File: config.mk
export PLATFORM = sky130hd
export DESIGN_NAME = spi_master_datapath_flat
export DESIGN_NICKNAME = d
export VERILOG_FILES = /design/src/rtl/spi_master_datapath_if.sv /design/src/rtl/spi_master_datapath.sv /design/src/flat_wrapper.sv
export SDC_FILE = /design/constraint.sdc
export NUM_CORES = 1
export LEC_CHECK = 0
export BUFFER_PORTS_ARGS = -buffer_cell sky130_fd_sc_hd__buf_2
export CAP_MARGIN = 20
export CORE_MARGIN = 5
export CORE_UTILIZATION = 54
export DETAILED_ROUTE_END_ITERATION = 12
export PLACE_DENSITY = 0.85
export SYNTH_ARGS = -nofsm -noshare
export SYNTH_HDL_FRONTEND = slang
export SYNTH_SLANG_ARGS = --single-unit
File: constraint.sdc
create_clock -name i_clk -period 1.5 [get_ports i_clk]
set_input_delay 0.075 -clock i_clk [delete_from_list [all_inputs] [get_ports i_clk]]
set_output_delay 0.075 -clock i_clk [all_outputs]
set_load 0.01 [all_outputs]
File: src/rtl/spi_master_datapath_if.sv
// Bundle of controller/SCLK-generator controls and serial/receive datapath signals
// for the SPI master shift/count datapath.
interface spi_master_datapath_if #(
  parameter int DATA_WIDTH = 8
);
  logic                  i_load_register;
  logic                  i_shift_enable;
  logic                  i_counter_enable;
  logic                  i_leading;
  logic                  i_trailling;
  logic                  i_CPHA;
  logic                  i_lsb_first;
  logic [DATA_WIDTH-1:0] i_tx_data;
  logic                  i_miso;
  logic                  o_mosi;
  logic                  o_counter_done;
  logic [DATA_WIDTH-1:0] o_rx_data;
  logic                  o_rx_valid;

  modport master (
    output i_load_register, i_shift_enable, i_counter_enable, i_leading, i_trailling,
           i_CPHA, i_lsb_first, i_tx_data, i_miso,
    input  o_mosi, o_counter_done, o_rx_data, o_rx_valid
  );

  modport slave (
    input  i_load_register, i_shift_enable, i_counter_enable, i_leading, i_trailling,
           i_CPHA, i_lsb_first, i_tx_data, i_miso,
    output o_mosi, o_counter_done, o_rx_data, o_rx_valid
  );
endinterface

File: src/rtl/spi_master_datapath.sv
// SPI master shift/count datapath: serialises a word onto MOSI, deserialises MISO,
// counts bits on trailing SCLK edges and strobes rx-valid when a word completes.
module spi_master_datapath #(
  parameter  int DATA_WIDTH = 8,
  localparam int CNT_WIDTH  = $clog2(DATA_WIDTH)
) (
  input logic                  i_clk,
  input logic                  i_reset,
  spi_master_datapath_if.slave bus
);

  logic [DATA_WIDTH-1:0] tx_sr;
  logic [DATA_WIDTH-1:0] tx_next;
  logic [DATA_WIDTH-1:0] rx_sr;
  logic [DATA_WIDTH-1:0] rx_next;
  logic [DATA_WIDTH-1:0] rx_data;
  logic [CNT_WIDTH-1:0]  bit_cnt;
  logic                  mosi;
  logic                  mosi_next;
  logic                  rx_valid;
  logic                  lead;
  logic                  trail;
  logic                  shift_ev;
  logic                  sample_ev;
  logic                  count_ev;
  logic                  last_bit;
  logic                  wrap;

  always_comb begin
    // Coincident strobes are treated as no edge at all.
    lead      = bus.i_leading & ~bus.i_trailling;
    trail     = bus.i_trailling & ~bus.i_leading;
    shift_ev  = bus.i_shift_enable & (bus.i_CPHA ? lead : trail);
    sample_ev = bus.i_shift_enable & (bus.i_CPHA ? trail : lead);
    count_ev  = trail & bus.i_counter_enable;
    last_bit  = (bit_cnt == CNT_WIDTH'(DATA_WIDTH - 1));
    wrap      = count_ev & last_bit;

    tx_next   = bus.i_lsb_first ? (tx_sr >> 1) : (tx_sr << 1);
    mosi_next = bus.i_lsb_first ? tx_next[0] : tx_next[DATA_WIDTH-1];

    rx_next = rx_sr;
    if (sample_ev) begin
      rx_next = bus.i_lsb_first ? {bus.i_miso, rx_sr[DATA_WIDTH-1:1]}
                                : {rx_sr[DATA_WIDTH-2:0], bus.i_miso};
    end
  end

  always_ff @(posedge i_clk or negedge i_reset) begin
    if (!i_reset) begin
      tx_sr    <= '0;
      rx_sr    <= '0;
      rx_data  <= '0;
      bit_cnt  <= '0;
      mosi     <= 1'b0;
      rx_valid <= 1'b0;
    end else if (bus.i_load_register) begin
      tx_sr    <= bus.i_tx_data;
      mosi     <= bus.i_lsb_first ? bus.i_tx_data[0] : bus.i_tx_data[DATA_WIDTH-1];
      rx_sr    <= '0;
      bit_cnt  <= '0;
      rx_valid <= 1'b0;
    end else begin
      rx_valid <= wrap;
      rx_sr    <= rx_next;
      if (shift_ev) begin
        tx_sr <= tx_next;
        mosi  <= mosi_next;
      end
      if (count_ev) begin
        bit_cnt <= last_bit ? '0 : bit_cnt + 1'b1;
      end
      // rx_next already holds a bit sampled on this same trailing edge (CPHA=1).
      if (wrap) begin
        rx_data <= rx_next;
      end
    end
  end

  assign bus.o_mosi         = mosi;
  assign bus.o_counter_done = last_bit;
  assign bus.o_rx_data      = rx_data;
  assign bus.o_rx_valid     = rx_valid;

endmodule

File: src/flat_wrapper.sv
// flat-port wrapper written by rule: the top's interface ports become plain ports
module spi_master_datapath_flat 
#(
  parameter  int DATA_WIDTH = 8,
  localparam int CNT_WIDTH  = $clog2(DATA_WIDTH)
)
  (i_clk, i_reset, bus_i_load_register, bus_i_shift_enable, bus_i_counter_enable, bus_i_leading, bus_i_trailling, bus_i_CPHA, bus_i_lsb_first, bus_i_tx_data, bus_i_miso, bus_o_mosi, bus_o_counter_done, bus_o_rx_data, bus_o_rx_valid);
  spi_master_datapath_if #(.DATA_WIDTH(DATA_WIDTH)) bus_i ();
  input logic i_clk;
  input logic i_reset;
  input wire logic [$bits(bus_i.i_load_register)-1:0] bus_i_load_register;
  input wire logic [$bits(bus_i.i_shift_enable)-1:0] bus_i_shift_enable;
  input wire logic [$bits(bus_i.i_counter_enable)-1:0] bus_i_counter_enable;
  input wire logic [$bits(bus_i.i_leading)-1:0] bus_i_leading;
  input wire logic [$bits(bus_i.i_trailling)-1:0] bus_i_trailling;
  input wire logic [$bits(bus_i.i_CPHA)-1:0] bus_i_CPHA;
  input wire logic [$bits(bus_i.i_lsb_first)-1:0] bus_i_lsb_first;
  input wire logic [$bits(bus_i.i_tx_data)-1:0] bus_i_tx_data;
  input wire logic [$bits(bus_i.i_miso)-1:0] bus_i_miso;
  output wire logic [$bits(bus_i.o_mosi)-1:0] bus_o_mosi;
  output wire logic [$bits(bus_i.o_counter_done)-1:0] bus_o_counter_done;
  output wire logic [$bits(bus_i.o_rx_data)-1:0] bus_o_rx_data;
  output wire logic [$bits(bus_i.o_rx_valid)-1:0] bus_o_rx_valid;
  assign bus_i.i_load_register = bus_i_load_register;
  assign bus_i.i_shift_enable = bus_i_shift_enable;
  assign bus_i.i_counter_enable = bus_i_counter_enable;
  assign bus_i.i_leading = bus_i_leading;
  assign bus_i.i_trailling = bus_i_trailling;
  assign bus_i.i_CPHA = bus_i_CPHA;
  assign bus_i.i_lsb_first = bus_i_lsb_first;
  assign bus_i.i_tx_data = bus_i_tx_data;
  assign bus_i.i_miso = bus_i_miso;
  assign bus_o_mosi = bus_i.o_mosi;
  assign bus_o_counter_done = bus_i.o_counter_done;
  assign bus_o_rx_data = bus_i.o_rx_data;
  assign bus_o_rx_valid = bus_i.o_rx_valid;
  spi_master_datapath #(.DATA_WIDTH(DATA_WIDTH)) u_core (.i_clk(i_clk), .i_reset(i_reset), .bus(bus_i));
endmodule
==> results.sh, run 1 <==
export IMPL_cp_arrival_ps=1660
export IMPL_grt_max_degree=30
export IMPL_ys_warnings_count=0
export IMPL_startpoint_type="flip-flop"
export IMPL_seqPwrFrac=0.489
export IMPL_hold_viol=0
export IMPL_leakage_nw=0.9093
export IMPL_drc_errors=0
export IMPL_root_buffer="clkbuf_4"
export IMPL_synthMostInstantiatedCell="dfrtp_1"
export IMPL_tightestPinTransition_ps=641.6
export IMPL_die_h_um=63.02
export IMPL_die_x_um=63.02
export IMPL_grt_setup_unrepaired="no"
export IMPL_relSlewSlack=0.5723
export IMPL_place_congestion=0.7280
export IMPL_peakVddDrop_mv=0.7167
export IMPL_max_stage_delay_ps=370
export IMPL_wirelength_mm=2.956
export IMPL_rows=19
export IMPL_synth_top_cell_area_share=0.4782
export IMPL_crit_path_end_kind="flip-flop"
export IMPL_diodes=0
export IMPL_areaGrowthSynthToFinish_pct=20.20
export IMPL_status="complete, no violations"
export IMPL_fmax_mhz=708.1
export IMPL_vias=1092
export IMPL_initial_core_util=0.5551
export IMPL_track_usage=0.1553
export IMPL_sw_frac_of_total=0.2292
export IMPL_syn_nets=150
export IMPL_layout_drive_gt1_share=0.3735
export IMPL_synth_area_leader_cell="dfrtp_1"
export IMPL_fin_nets=185
export IMPL_switchingPower_mw=0.4051
export IMPL_synthFlopType="dfrtp_1"
export IMPL_power_density_mw_per_mm2=968.9
export IMPL_htree_levels=2
export IMPL_finalCritPeriodShare=0.9415
export IMPL_holdWs_ps=21.37
export IMPL_yosys_top_cells_area="dfrtp_1 48%, mux2i_1 15%, mux2_4 6.9%, mux2_2 5.9%, nor2_1 3.2%"
export IMPL_clkLatencyLatePin_ps=320
export IMPL_combinationalPowerShare=0.138
export IMPL_cts_buffers=5
export IMPL_crit_type="reg -> reg"
export IMPL_path_buf_inv=1
export IMPL_numClockSinks=29
export IMPL_clkPwrFrac=0.373
export IMPL_finalSetupViolCount=0
export IMPL_postSynthAreaPerCell_sq_um=11.67
export IMPL_cts_reportedPaths_clkPinSlew_ps=90
export IMPL_via_per_inst=5.543
export IMPL_yosys_top_cells_count="29 x dfrtp_1, 23 x mux2i_1, 13 x nor2_1, 10 x inv_1, 8 x mux2_2"
export IMPL_worst_path_max_delay_cell="dfrtp_1"
export IMPL_synth_edf_count=0
export IMPL_total_power_mw=1.767
export IMPL_layout_cells_non_filler=197
export IMPL_min_period_ps=1412
export IMPL_maxCapViolCount=0
export IMPL_firstDrtPassIters=4
export IMPL_yosysSeqAreaShare=0.4782
export IMPL_nFillCells=191
export IMPL_antenna_found_initial=0
export IMPL_crit_family="flip-flops"
export IMPL_crit_fanout=4
export IMPL_core_sq_mm=0.002734
export IMPL_ys_types=29
export IMPL_io_pins=29
export IMPL_final_area_sq_mm=0.001824
export IMPL_skew_ps=13.55
export IMPL_synth_seq_cells=29
export IMPL_io_buffers=28
export IMPL_crit_chain="ha_1 -> ha_2 -> nor3b_4 -> buf_4 -> mux2i_1"
export IMPL_postRouteAntennaNets=0
export IMPL_maxSlewViolCount=0
export IMPL_clk_path_buf_depth=2
export IMPL_fp_dieArea_sq_mm=0.003971
export IMPL_initialDrtViolationCount=20
export IMPL_post_drt_wl_per_cell_um=15.01
export IMPL_worstPathRequired_ps=1750
export IMPL_setup_tns_ps=0
export IMPL_syn_area_sq_mm=0.001518
export IMPL_ys_async_sr_fraction=1.000
export IMPL_placedInstanceArea_sq_mm=0.001697
export IMPL_dp_cells=186
export IMPL_grt_overflow=0
export IMPL_p_int_mw=1.362
export IMPL_hpwl_mm=2.134
export IMPL_synthCells=130
export IMPL_grt_pass1_vias=1114
export IMPL_grt_pass1_wl_mm=4.919
export IMPL_cts_tree="built"
export IMPL_hp_class="in -> reg"
per-layer routing:
layer | up-vias | wire, um | track usage
li1 | 517 | - | -
met1 | 550 | 1287 | 0.1832
met2 | 21 | 1473 | 0.2590
met3 | 4 | 152 | 0.04856
met4 | 0 | 43 | 0.06366
met5 | - | 0 | 0
state kept, by name, indices dropped and copies added, names as in the netlist:
register / cells
u_core.bus.o_rx_data: 8
u_core.rx_sr: 8
u_core.tx_sr: 8
u_core.bit_cnt: 3
u_core.bus.o_mosi: 1
u_core.bus.o_rx_valid: 1
cell families after synthesis:
group	Yosys count	synth area share
buffers and inverters	17	0.05276
AO/OA/AOI/OAI	12	0.04865
adder cells (fa/ha/maj)	2	0.01649
multiplexers	39	0.2951
AND/OR/NAND/NOR	31	0.1088
flip-flops	29	0.4782
final cells by class:
| type | count | area [sq um] | area share |
|---|---|---|---|
| Timing Repair Buffer | 35 | 211.5 | 0.1159 |
| Clock buffer | 7 | 55.05 | 0.03018 |
| Tap cell | 31 | 38.79 | 0.02126 |
| Clock inverter | 1 | 30.03 | 0.01646 |
| Sequential cell | 29 | 725.7 | 0.3978 |
| Multi-Input combinational cell | 84 | 725.7 | 0.3978 |
| Inverter | 10 | 37.54 | 0.02058 |
path summary, 6_finish.rpt:
check                                             start  slack, ps  depth (start not counted)                      end
worst min-delay path                   bus_i_tx_data[7]         20                          3          u_core.tx_sr[7]
worst min register to register  u_core.bus.o_rx_data[2]        520                          2  u_core.bus.o_rx_data[2]
min in group asynchronous                       i_reset        300                          2  u_core.bus.o_rx_data[2]
worst max register to register        u_core.bit_cnt[0]         90                          5  u_core.bus.o_rx_data[6]
worst max-delay path                  u_core.bit_cnt[0]         90                          5  u_core.bus.o_rx_data[6]
max in group asynchronous                       i_reset        770                          2        u_core.bit_cnt[2]
worst min-delay path: cells and delay by family:
family	cells	cell delay [ps]
compound gates	1	70
buf+inv	2	160
power groups by stage:
| stage | sequential (mW) | combinational [mW] | clock [mW] |
|---|---|---|---|
| after detailed placement | 0.881 | 0.240 | 0 |
| after CTS | 0.865 | 0.243 | 0.675 |
| after global routing | 0.872 | 0.268 | 0.712 |
| after global placement | 0.875 | 0.231 | 0 |
| after floorplan | 0.870 | 0.164 | 0 |
| final | 0.865 | 0.244 | 0.659 |
placed cells by master (no fill, tap or decap):
cell type       n
mux2i_1        23
mux4_2          1
nor3b_2         1
nor2b_1         1
a211oi_1        1
ha_1            1
nand2_2         1
clkbuf_8        1
bufinv_16       1
o21ai_0         6
nand3b_1        1
nand4b_1        1
nor3b_1         1
dfrtp_1        29
nor3b_4         1
ha_2            1
mux2_4          7
inv_1          10
nand2_1         6
mux2_2          8
nor3_1          2
clkbuf_4        5
nand4bb_1       1
clkbuf_1        1
dlygate4sd3_1   1
nor2_1         13
a221oi_1        2
o21ai_2         1
and2b_1         1
buf_2          28
buf_6           1
buf_12          1
buf_4           4
a21oi_1         2
and3b_1         1
metrics by stage:
stage / worst slack [ps] / utilization
2_1_floorplan: 129.8 / -
3_5_place_dp: 36.44 / 0.6206
6_report: 87.68 / 0.6673
4_1_cts: 10.40 / 0.6554
3_3_place_gp: 139.4 / 0.6206
5_1_grt: 21.76 / 0.6673
repair_timing:
item / CTS / global route
gates resized for setup: 0 / 6
hold endpoints to repair: 29 / 0
buffers inserted: 0 / 1
setup endpoints to repair: 0 / 8
hold buffers: 1 / 0
Note: power is estimated with default switching activity, not from simulation.
==> inputs of run 2 (changes only) <==
- ABC_AREA: default -> 1
- CAP_MARGIN: 20 -> 40
==> run 2 against run 1 <==
Clock power fell by 16%. Critical endpoint is now bus_o_counter_done. Largest cell class unchanged. Fmax fell by 0.35%. Count of clock-buffer cells in the layout unchanged. Critical path depth shrank 2. Final area is 0.14% lower.
==> results.sh, run 2 <==
export IMPL_status="complete, no violations"
export IMPL_hold_viol=0
export IMPL_cts_resized=0
export IMPL_track_usage=0.1886
export IMPL_io_buffers=28
export IMPL_tightestPinTransition_ps=638.7
export IMPL_crit_fanout=3
export IMPL_synthMuxAreaShare=0
export IMPL_yosys_area_share_simple=0.3675
export IMPL_synthXorXnorAreaFrac=0
export IMPL_setup_tns_ps=0
export IMPL_core_sq_mm=0.002781
export IMPL_synthMostInstantiatedCell="nand2_1"
export IMPL_htree_levels=2
export IMPL_grt_overflow=0
export IMPL_synthAdderAreaFrac=0.01577
export IMPL_leakage_nw=1.014
export IMPL_crit_type="reg -> out"
export IMPL_yosysSeqAreaShare=0.4574
export IMPL_wirelength_mm=3.512
export IMPL_fin_nets=262
export IMPL_ys_async_sr_fraction=1.000
export IMPL_finalSetupViolCount=0
export IMPL_crit_path_start="u_core.bit_cnt[0]"
export IMPL_numClockSinks=29
export IMPL_ys_warnings_count=0
export IMPL_hpwl_mm=2.462
export IMPL_layout_drive_gt1_share=0.1934
export IMPL_synth_area_leader_cell="dfrtp_1"
export IMPL_die_h_um=64.21
export IMPL_root_buffer="clkbuf_4"
export IMPL_nFillCells=245
export IMPL_grt_max_degree=30
export IMPL_postSynthAreaPerCell_sq_um=7.555
export IMPL_clk_path_buf_depth=2
export IMPL_initial_core_util=0.5704
export IMPL_ys_types=19
export IMPL_grt_pass1_wl_mm=6.203
export IMPL_maxSlewViolCount=0
export IMPL_finalCritPeriodShare=0.9448
export IMPL_place_worst_setup_slack_ps=120.1
export IMPL_post_drt_wl_per_cell_um=12.82
export IMPL_r2r_start="u_core.bit_cnt[0]"
export IMPL_yosys_top_cells_area="dfrtp_1 46%, nand2_1 16%, nand3_1 10%, inv_1 5.4%, o21ai_0 4.7%"
export IMPL_synthFlopType="dfrtp_1"
export IMPL_holdBufCountCts=2
export IMPL_via_per_inst=5.248
export IMPL_layout_commonest_cell="nand2_1"
export IMPL_syn_nets=230
export IMPL_postRouteAntennaNets=0
export IMPL_clkLatencyLatePin_ps=330
export IMPL_cp_arrival_ps=1340
export IMPL_grt_pass1_vias=1422
export IMPL_skew_ps=12.48
export IMPL_synth_compound_area_frac=0.06782
export IMPL_relSlewSlack=0.5742
export IMPL_fp_dieArea_sq_mm=0.004122
export IMPL_dp_cells=264
export IMPL_hp_class="in -> reg"
export IMPL_yosys_top_cells_count="69 x nand2_1, 32 x nand3_1, 29 x dfrtp_1, 23 x inv_1, 17 x nor2_1"
export IMPL_fmax_mhz=705.6
export IMPL_firstDrtPassIters=4
export IMPL_layout_cells_non_filler=274
export IMPL_antenna_found_initial=0
export IMPL_maxCapViolCount=0
export IMPL_synth_top_family_by_area="simple AND/OR/NAND/NOR gates"
export IMPL_startpoint_type="flip-flop"
export IMPL_syn_area_sq_mm=0.001587
export IMPL_cts_tree="built"
export IMPL_total_power_mw=1.672
export IMPL_placedInstanceArea_sq_mm=0.001732
export IMPL_synth_edf_count=0
export IMPL_rows=19
export IMPL_areaGrowthSynthToFinish_pct=14.83
export IMPL_final_cell_mix="69 x nand2_1, 32 x nand3_1, 29 x dfrtp_1"
export IMPL_synthCells=210
export IMPL_initialDrtViolationCount=64
export IMPL_worstPathRequired_ps=1420
export IMPL_cts_buffers=5
export IMPL_grt_setup_unrepaired="no"
export IMPL_die_x_um=64.21
export IMPL_peakVddDrop_mv=0.6302
export IMPL_crit_path_end_kind="output pin"
export IMPL_vias=1438
export IMPL_cts_post_setup_buffers_inserted=0
export IMPL_hp_start="bus_i_tx_data[7]"
export IMPL_finalWorstSetupSlack_ps=82.74
export IMPL_cts_reportedPaths_clkPinSlew_ps=100
export IMPL_place_congestion=0.8072
export IMPL_drc_errors=0
export IMPL_io_pins=29
export IMPL_power_density_mw_per_mm2=918.0
export IMPL_final_area_sq_mm=0.001822
export IMPL_synth_seq_cells=29
export IMPL_diodes=0
export IMPL_synth_top_cell_area_share=0.4574
export IMPL_min_period_ps=1417
run 2: through the flow:
step | hold WS, ps | utilization
2_1_floorplan | -220.6 | -
3_3_place_gp | 128.1 | 0.6226
3_5_place_dp | 134.7 | 0.6226
4_1_cts | 5.011 | 0.6550
5_1_grt | 21.82 | 0.6550
6_report | 6.948 | 0.6550
run 2: per-layer routing:
metal  part of all wire  vias to the layer above  GRT usage
li1                   -                      738          -
met1               0.45                      657     0.2420
met2               0.47                       37     0.3053
met3              0.063                        6    0.05954
met4              0.013                        0    0.05598
met5                  0                        -          0
run 2: final timing paths:
path | depth (start not counted) | to | slack [ps]
min in group asynchronous | 2 | u_core.bit_cnt[0] | 290
max | 3 | bus_o_counter_done | 80
min reg2reg | 2 | u_core.bus.o_rx_data[0] | 490
max in group asynchronous | 2 | u_core.bus.o_rx_data[2] | 790
max reg2reg | 6 | u_core.bus.o_rx_data[5] | 100
min | 3 | u_core.tx_sr[7] | 7
run 2: cells by family (layout without fill, tap and decap cells):
| logic type | after synthesis | in the layout |
|---|---|---|
| flops | 29 | 29 |
| buf+inv | 31 | 64 |
| compound gates | 20 | 20 |
| simple gates | 128 | 128 |
| fa+ha+maj | 2 | 2 |
run 2: worst max-delay path, cell delays in order, from the launching register on:
cell and delay [ps]:
dfrtp_1 400, ha_1 210, ha_1 240, buf_2 160
run 2: cell type report:
class | instances | area (sq um) | share of cell area
clock inverter | 1 | 5.005 | 0.002747
inverter | 25 | 103.9 | 0.05701
sequential | 29 | 725.7 | 0.3984
clock buffer | 7 | 65.06 | 0.03571
multi-input combinational | 150 | 715.7 | 0.3929
tap | 31 | 38.79 | 0.02129
timing repair buffer | 31 | 167.7 | 0.09203
run 2: report_power, final:
| group | total, mW | switching, mW | internal (mW) | leakage, nW |
|---|---|---|---|---|
| Clock | 0.551 | 0.280 | 0.271 | 0.0413 |
| Combinational | 0.265 | 0.174 | 0.0917 | 0.585 |
| Sequential | 0.856 | 0.0270 | 0.829 | 0.388 |
